## src/rtl/ifu_pkg.sv

```systemverilog
// Shared fetch-unit definitions: next-PC select codes, instruction field positions,
// default reset PC and FSM state encodings. S_ERR exists only with IFU_ALIGN_CHECK_EN.
package ifu_pkg;

    localparam logic [31:0] RESET_PC_DEFAULT = 32'h0000_3000;

    localparam logic [1:0] PC_OP_SEQ    = 2'b00;
    localparam logic [1:0] PC_OP_BRANCH = 2'b01;
    localparam logic [1:0] PC_OP_JUMP   = 2'b10;
    localparam logic [1:0] PC_OP_JR     = 2'b11;

    localparam int OPCODE_MSB   = 31;
    localparam int OPCODE_LSB   = 26;
    localparam int FUNCT_MSB    = 5;
    localparam int FUNCT_LSB    = 0;
    localparam int IMM16_MSB    = 15;
    localparam int IMM16_LSB    = 0;
    localparam int TARGET26_MSB = 25;
    localparam int TARGET26_LSB = 0;

    typedef enum logic [1:0] {
        S_IDLE  = 2'd0,
        S_FETCH = 2'd1,
`ifdef IFU_ALIGN_CHECK_EN
        S_VALID = 2'd2,
        S_ERR   = 2'd3
`else
        S_VALID = 2'd2
`endif
    } ifu_state_t;

    // Branch displacement is a signed word count, so it becomes a byte offset here.
    function automatic logic [31:0] branch_offset(input logic [15:0] imm);
        return {{14{imm[15]}}, imm, 2'b00};
    endfunction

endpackage

```

## src/rtl/ifu_npc.sv

```systemverilog
// Combinational next-PC calculator for the fetch unit; all arithmetic wraps modulo 2^32.
module ifu_npc
    import ifu_pkg::*;
(
    input  logic [31:0] pc,
    input  logic [31:0] instr,
    input  logic [1:0]  pc_op,
    input  logic        branch_taken,
    input  logic [31:0] jr_target,
    output logic [31:0] next_pc
);

    logic [31:0] pc_seq;
    logic        unused_opcode_bits;

    assign pc_seq             = pc + 32'd4;
    assign unused_opcode_bits = ^instr[OPCODE_MSB:OPCODE_LSB];

    always_comb begin
        next_pc = pc_seq;
        case (pc_op)
            PC_OP_SEQ: begin
                next_pc = pc_seq;
            end
            PC_OP_BRANCH: begin
                if (branch_taken) begin
                    next_pc = pc_seq + branch_offset(instr[IMM16_MSB:IMM16_LSB]);
                end
            end
            // Jump keeps the region bits of the delay-slot-free sequential PC.
            PC_OP_JUMP: begin
                next_pc = {pc_seq[31:28], instr[TARGET26_MSB:TARGET26_LSB], 2'b00};
            end
            PC_OP_JR: begin
                next_pc = jr_target;
            end
            default: begin
                next_pc = pc_seq;
            end
        endcase
    end

endmodule

```

## src/rtl/ifu.sv

```systemverilog
// Multi-cycle instruction fetch unit: PC, instruction register and fetch FSM.
// Define IFU_ALIGN_CHECK_EN to trap misaligned next-PC values via fetch_err.
module ifu
    import ifu_pkg::*;
#(
    parameter logic [31:0] RESET_PC = RESET_PC_DEFAULT
) (
    input  logic        clk,
    input  logic        rst_n,
    output logic        imem_req,
    output logic [31:0] imem_addr,
    input  logic        imem_ready,
    input  logic [31:0] imem_rdata,
    input  logic [1:0]  pc_op,
    input  logic        branch_taken,
    input  logic [31:0] jr_target,
    input  logic        advance,
    output logic [31:0] instr,
    output logic [5:0]  opcode,
    output logic [5:0]  funct,
    output logic [31:0] pc,
    output logic [31:0] pc_plus4,
`ifdef IFU_ALIGN_CHECK_EN
    output logic        fetch_err,
`endif
    output logic        instr_valid
);

    ifu_state_t  state;
    logic [31:0] next_pc;

    assign imem_addr = pc;
    assign pc_plus4  = pc + 32'd4;
    assign opcode    = instr[OPCODE_MSB:OPCODE_LSB];
    assign funct     = instr[FUNCT_MSB:FUNCT_LSB];

    ifu_npc u_npc (
        .pc           (pc),
        .instr        (instr),
        .pc_op        (pc_op),
        .branch_taken (branch_taken),
        .jr_target    (jr_target),
        .next_pc      (next_pc)
    );

`ifndef IFU_ALIGN_CHECK_EN
    logic unused_npc_low_bits;
    assign unused_npc_low_bits = ^next_pc[1:0];
`endif

    // imem_req and instr_valid are registered alongside the state so they never glitch.
    always_ff @(posedge clk or negedge rst_n) begin
        if (!rst_n) begin
            state       <= S_IDLE;
            pc          <= RESET_PC;
            instr       <= '0;
            instr_valid <= 1'b0;
            imem_req    <= 1'b0;
`ifdef IFU_ALIGN_CHECK_EN
            fetch_err   <= 1'b0;
`endif
        end else begin
            case (state)
                S_IDLE: begin
                    imem_req <= 1'b1;
                    state    <= S_FETCH;
                end
                S_FETCH: begin
                    if (imem_req && imem_ready) begin
                        instr       <= imem_rdata;
                        imem_req    <= 1'b0;
                        instr_valid <= 1'b1;
                        state       <= S_VALID;
                    end
                end
                S_VALID: begin
                    if (advance) begin
`ifdef IFU_ALIGN_CHECK_EN
                        if (next_pc[1:0] != 2'b00) begin
                            fetch_err   <= 1'b1;
                            instr_valid <= 1'b0;
                            imem_req    <= 1'b0;
                            state       <= S_ERR;
                        end else begin
                            pc          <= next_pc;
                            instr_valid <= 1'b0;
                            imem_req    <= 1'b1;
                            state       <= S_FETCH;
                        end
`else
                        pc          <= {next_pc[31:2], 2'b00};
                        instr_valid <= 1'b0;
                        imem_req    <= 1'b1;
                        state       <= S_FETCH;
`endif
                    end
                end
`ifdef IFU_ALIGN_CHECK_EN
                S_ERR: begin
                    imem_req    <= 1'b0;
                    instr_valid <= 1'b0;
                end
`endif
                default: begin
                    imem_req    <= 1'b0;
                    instr_valid <= 1'b0;
                    state       <= S_IDLE;
                end
            endcase
        end
    end

endmodule

```

## config.mk

```make
export PLATFORM = sky130hd
export DESIGN_NAME = ifu
export DESIGN_NICKNAME = d
export VERILOG_FILES = /design/src/rtl/ifu_pkg.sv /design/src/rtl/ifu_npc.sv /design/src/rtl/ifu.sv
export SDC_FILE = /design/constraint.sdc
export NUM_CORES = 1
export LEC_CHECK = 0
export ABC_CLOCK_PERIOD_IN_PS = 3800
export CORE_MARGIN = 2
export CORE_UTILIZATION = 46
export DETAILED_ROUTE_END_ITERATION = 8
export HOLD_SLACK_MARGIN = 0.12
export PLACE_DENSITY = 0.82
export SETUP_SLACK_MARGIN = 0.02
export SLEW_MARGIN = 20
export SYNTH_ARGS = -nofsm -noshare
export SYNTH_HDL_FRONTEND = slang
export SYNTH_SLANG_ARGS = --single-unit
```

## constraint.sdc

```tcl
create_clock -name clk -period 3.8 [get_ports clk]
set_input_delay 0.76 -clock clk [delete_from_list [all_inputs] [get_ports clk]]
set_output_delay 0.76 -clock clk [all_outputs]
set_load 0.05 [all_outputs]
```

==> flow_metrics.py <==
metrics = {
    "synthesis": {
        "synth_area_mm2": 0.00580,
        "synth_compound_area_share_pct": 21.5,
        "synth_mux_area_share_pct": 9.23,
        "ys_seq_area_share_pct": 28.1,
        "netlist-cell-type-count": 67,
        "synthXorXnorAreaFrac_pct": 7.55,
        "yosysMostFrequentCell": "dfrtp_1",
        "synth_top_area_cell": "dfrtp_1",
        "yosys.area_share.adder_pct": 7.68,
        "synthCells": 680,
        "ys.flop_type": "dfrtp_1",
        "synth_top_family_by_area": "compound AO/OA/AOI/OAI gates",
        "ys_ff_latch": 65,
        "synthArstFlopShare_pct": 100,
        "avgSynthCellArea_um2": 8.53,
        "synthSimpleGateAreaFrac_pct": 16.3,
        "synth_top_area_share_pct": 27.2,
        "synth-edff-count": 0,
        "yosys_warnings": 0,
        "synthTopCellsByCount": "dfrtp_1, nand2_1, a21oi_1, buf_4, nor2_1",
        "synth_top_cells_by_area": "dfrtp_1, ha_1, mux2_2",
    },
    "sta": {
        "setup_viol": 0,
        "rsz0062_at_grt": "yes",
        "skew_ns": 0.0115,
        "max_slew_margin_pct": 59.7,
        "tightest_slew_ns": 0.600,
        "finalHoldViolCount": 0,
        "fin_tns_setup_ns": 0,
        "maxSlewViolCount": 0,
        "timing.fmax_mhz": 272,
        "finalCriticalPeriod_ns": 3.67,
        "finalCritPeriodShare_pct": 96.7,
    },
    "worst_setup_path": {
        "r2r_start": "imem_addr[2]",
        "critPathBufInv": 3,
        "start_kind": "flop",
        "r2r_cells": 15,
        "path_max_fanout": 8,
        "critical_path_required_ns": 3.04,
        "crit_slowest_cell": "clkdlybuf4s50_1",
        "max_stage_delay_ns": 0.79,
        "critical_path_class": "reg2out",
        "r2r_end": "imem_addr[31]",
        "endpoint_kind": "primary output",
        "crit_chain": "ha_2, nand2_1, nor3_4, buf_12, and3_1, xor2_4, buf_4, clkdlybuf4s50_1",
        "r2r_slack_ns": 0.15,
        "cp_top_family": "buffers and inverters",
        "crit_path_end": "pc_plus4[14]",
        "critical_path_depth": 8,
        "arrival_ns": 2.91,
        "setup.worst_path.start": "imem_addr[2]",
    },
    "outcome": {
        "status": "completed",
    },
    "routing": {
        "routed_wl_um": 20900,
        "ant_nets": 0,
        "first_pass_iters": 5,
        "vias": 6142,
        "drc": 0,
        "via_per_inst": 5.83,
        "avgRoutedWirePerCell_um": 19.8,
        "drtIter0Drc": 582,
    },
    "run": {
        "drv_cap": 0,
    },
    "global_route": {
        "antenna_found_initial": 0,
        "grtUsageTotal_pct": 30.9,
        "grt_pass1_vias": 6076,
        "grt_pass1_wl_um": 32000,
        "grt_remaining_overflow": 0,
        "grt_max_degree": 38,
    },
    "place": {
        "portBuffers": 204,
        "place.gp.congestion": 0.936,
        "dp_hpwl_um": 16000,
    },
    "cts": {
        "cts_made_buffers": 9,
        "cts_sinks": 65,
        "cts_hold_buf": 0,
        "clk_pin_slew_ns": 0.06,
        "htree_levels": 3,
        "cts_root_buf": "clkbuf_16",
        "cts_tree": "yes",
        "insertion_delay_ns": 0.35,
        "clk_path_buf_depth": 2,
    },
    "floorplan": {
        "rows": 41,
        "dieArea_mm2": 0.0135,
        "core_mm2": 0.0125,
        "die-width_um": 116,
        "io_pins": 213,
        "fp.dieH_um": 116,
        "initial_core_util_pct": 46.5,
    },
    "cells_and_area": {
        "n_antenna_cell": 0,
        "nets": 982,
        "drive_above_1_share_pct": 22.1,
        "final_util_pct": 71.5,
        "area_growth_pct": 53.6,
    },
    "min_path": {
        "hp-class": "in2async",
    },
}
==> how the worst min path moves through the flow <==
stage                      startpoint  cells after the start       endpoint
after floorplan                 rst_n                      0  imem_addr[11]
after global placement    instr_valid                      2    instr_valid
after detailed placement  instr_valid                      2    instr_valid
after CTS                       rst_n                      2       instr[3]
after global routing            rst_n                      2      instr[29]
final                           rst_n                      2       instr[3]
==> metrics by stage <==
stage	cells	setup slack (ns)	instance area (um^2)	hold WS (ns)
finish	1053	0.127	8910	0.433
global route	1053	-0.0374	8910	0.462
global placement	1035	0.157	8480	0.496
CTS	1051	0.0331	8840	0.448
floorplan	685	0.0222	6270	0.464
detailed placement	1035	0.146	8480	0.516
==> registers in the layout (all words and copies together) (netlist names) <==
register     flops
instr           32
imem_addr       30
instr_valid      1
state            1
imem_req         1
==> logic make-up (layout without fill, tap and decap cells) <==
family,after synthesis,in the layout
simple gates,193,193
mux,48,48
xor+xnor,50,50
buf+inv,98,294
other cells,1,6
compound gates,190,190
flops,65,65
fa+ha+maj,35,35
==> cell usage in the layout, fill, tap and decap left out, types with 9 or more instances in the layout <==
cell | synthesis | routed
a31oi_1 | 11 | 11
xnor2_1 | 31 | 16
a21o_1 | 16 | 16
a21oi_1 | 51 | 50
mux2i_1 | 13 | 13
clkdlybuf4s50_1 | 0 | 191
clkbuf_16 | 0 | 9
ha_1 | 34 | 25
mux2_2 | 34 | 34
nor2b_1 | 12 | 12
nand3_1 | 20 | 17
inv_1 | 17 | 17
o21ai_0 | 38 | 38
nand4_1 | 10 | 10
and3_1 | 11 | 10
dfrtp_1 | 63 | 48
dfrtp_2 | 0 | 14
xor2_1 | 19 | 11
nand2_1 | 59 | 58
nor2_1 | 44 | 41
buf_4 | 49 | 61
==> cell type report <==
cell class / instances / area (um^2)
multi-input combinational: 522 / 4110
fill: 934 / 3560
timing repair buffer: 261 / 2500
sequential: 65 / 1660
clock buffer: 10 / 239
tap: 172 / 215
clock inverter: 6 / 115
inverter: 17 / 63.8
==> worst register-to-register path, stage by stage, from the launching register on <==
cell	delay, ns
dfrtp_2	0.46
ha_2	0.26
nand2_1	0.13
nor3_4	0.20
buf_12	0.17
nand3_1	0.18
xnor2_4	0.20
ha_2	0.33
a21oi_1	0.25
o21ai_0	0.17
a32oi_1	0.26
o311ai_2	0.20
a211oi_2	0.23
xnor2_1	0.18
a21oi_1	0.10
a211o_1	0.24
==> layer usage <==
metal	vias to the layer above	global-route usage, %	wire [um]
li1	2805	-	-
met1	2980	40.3	8660
met2	312	50.3	9960
met3	45	6.38	1730
met4	0	12.1	512
met5	-	0	0
==> timing repair <==
| item | 4_1_cts | 5_1_grt |
|---|---|---|
| resized for setup | 0 | 13 |
| buffers inserted | 0 | 2 |
| endpoints found under the setup margin | 0 | 11 |
Power is left out: the tool's default activity adds up to more than one toggle a clock period on the data nets, which glitch-free logic cannot reach.
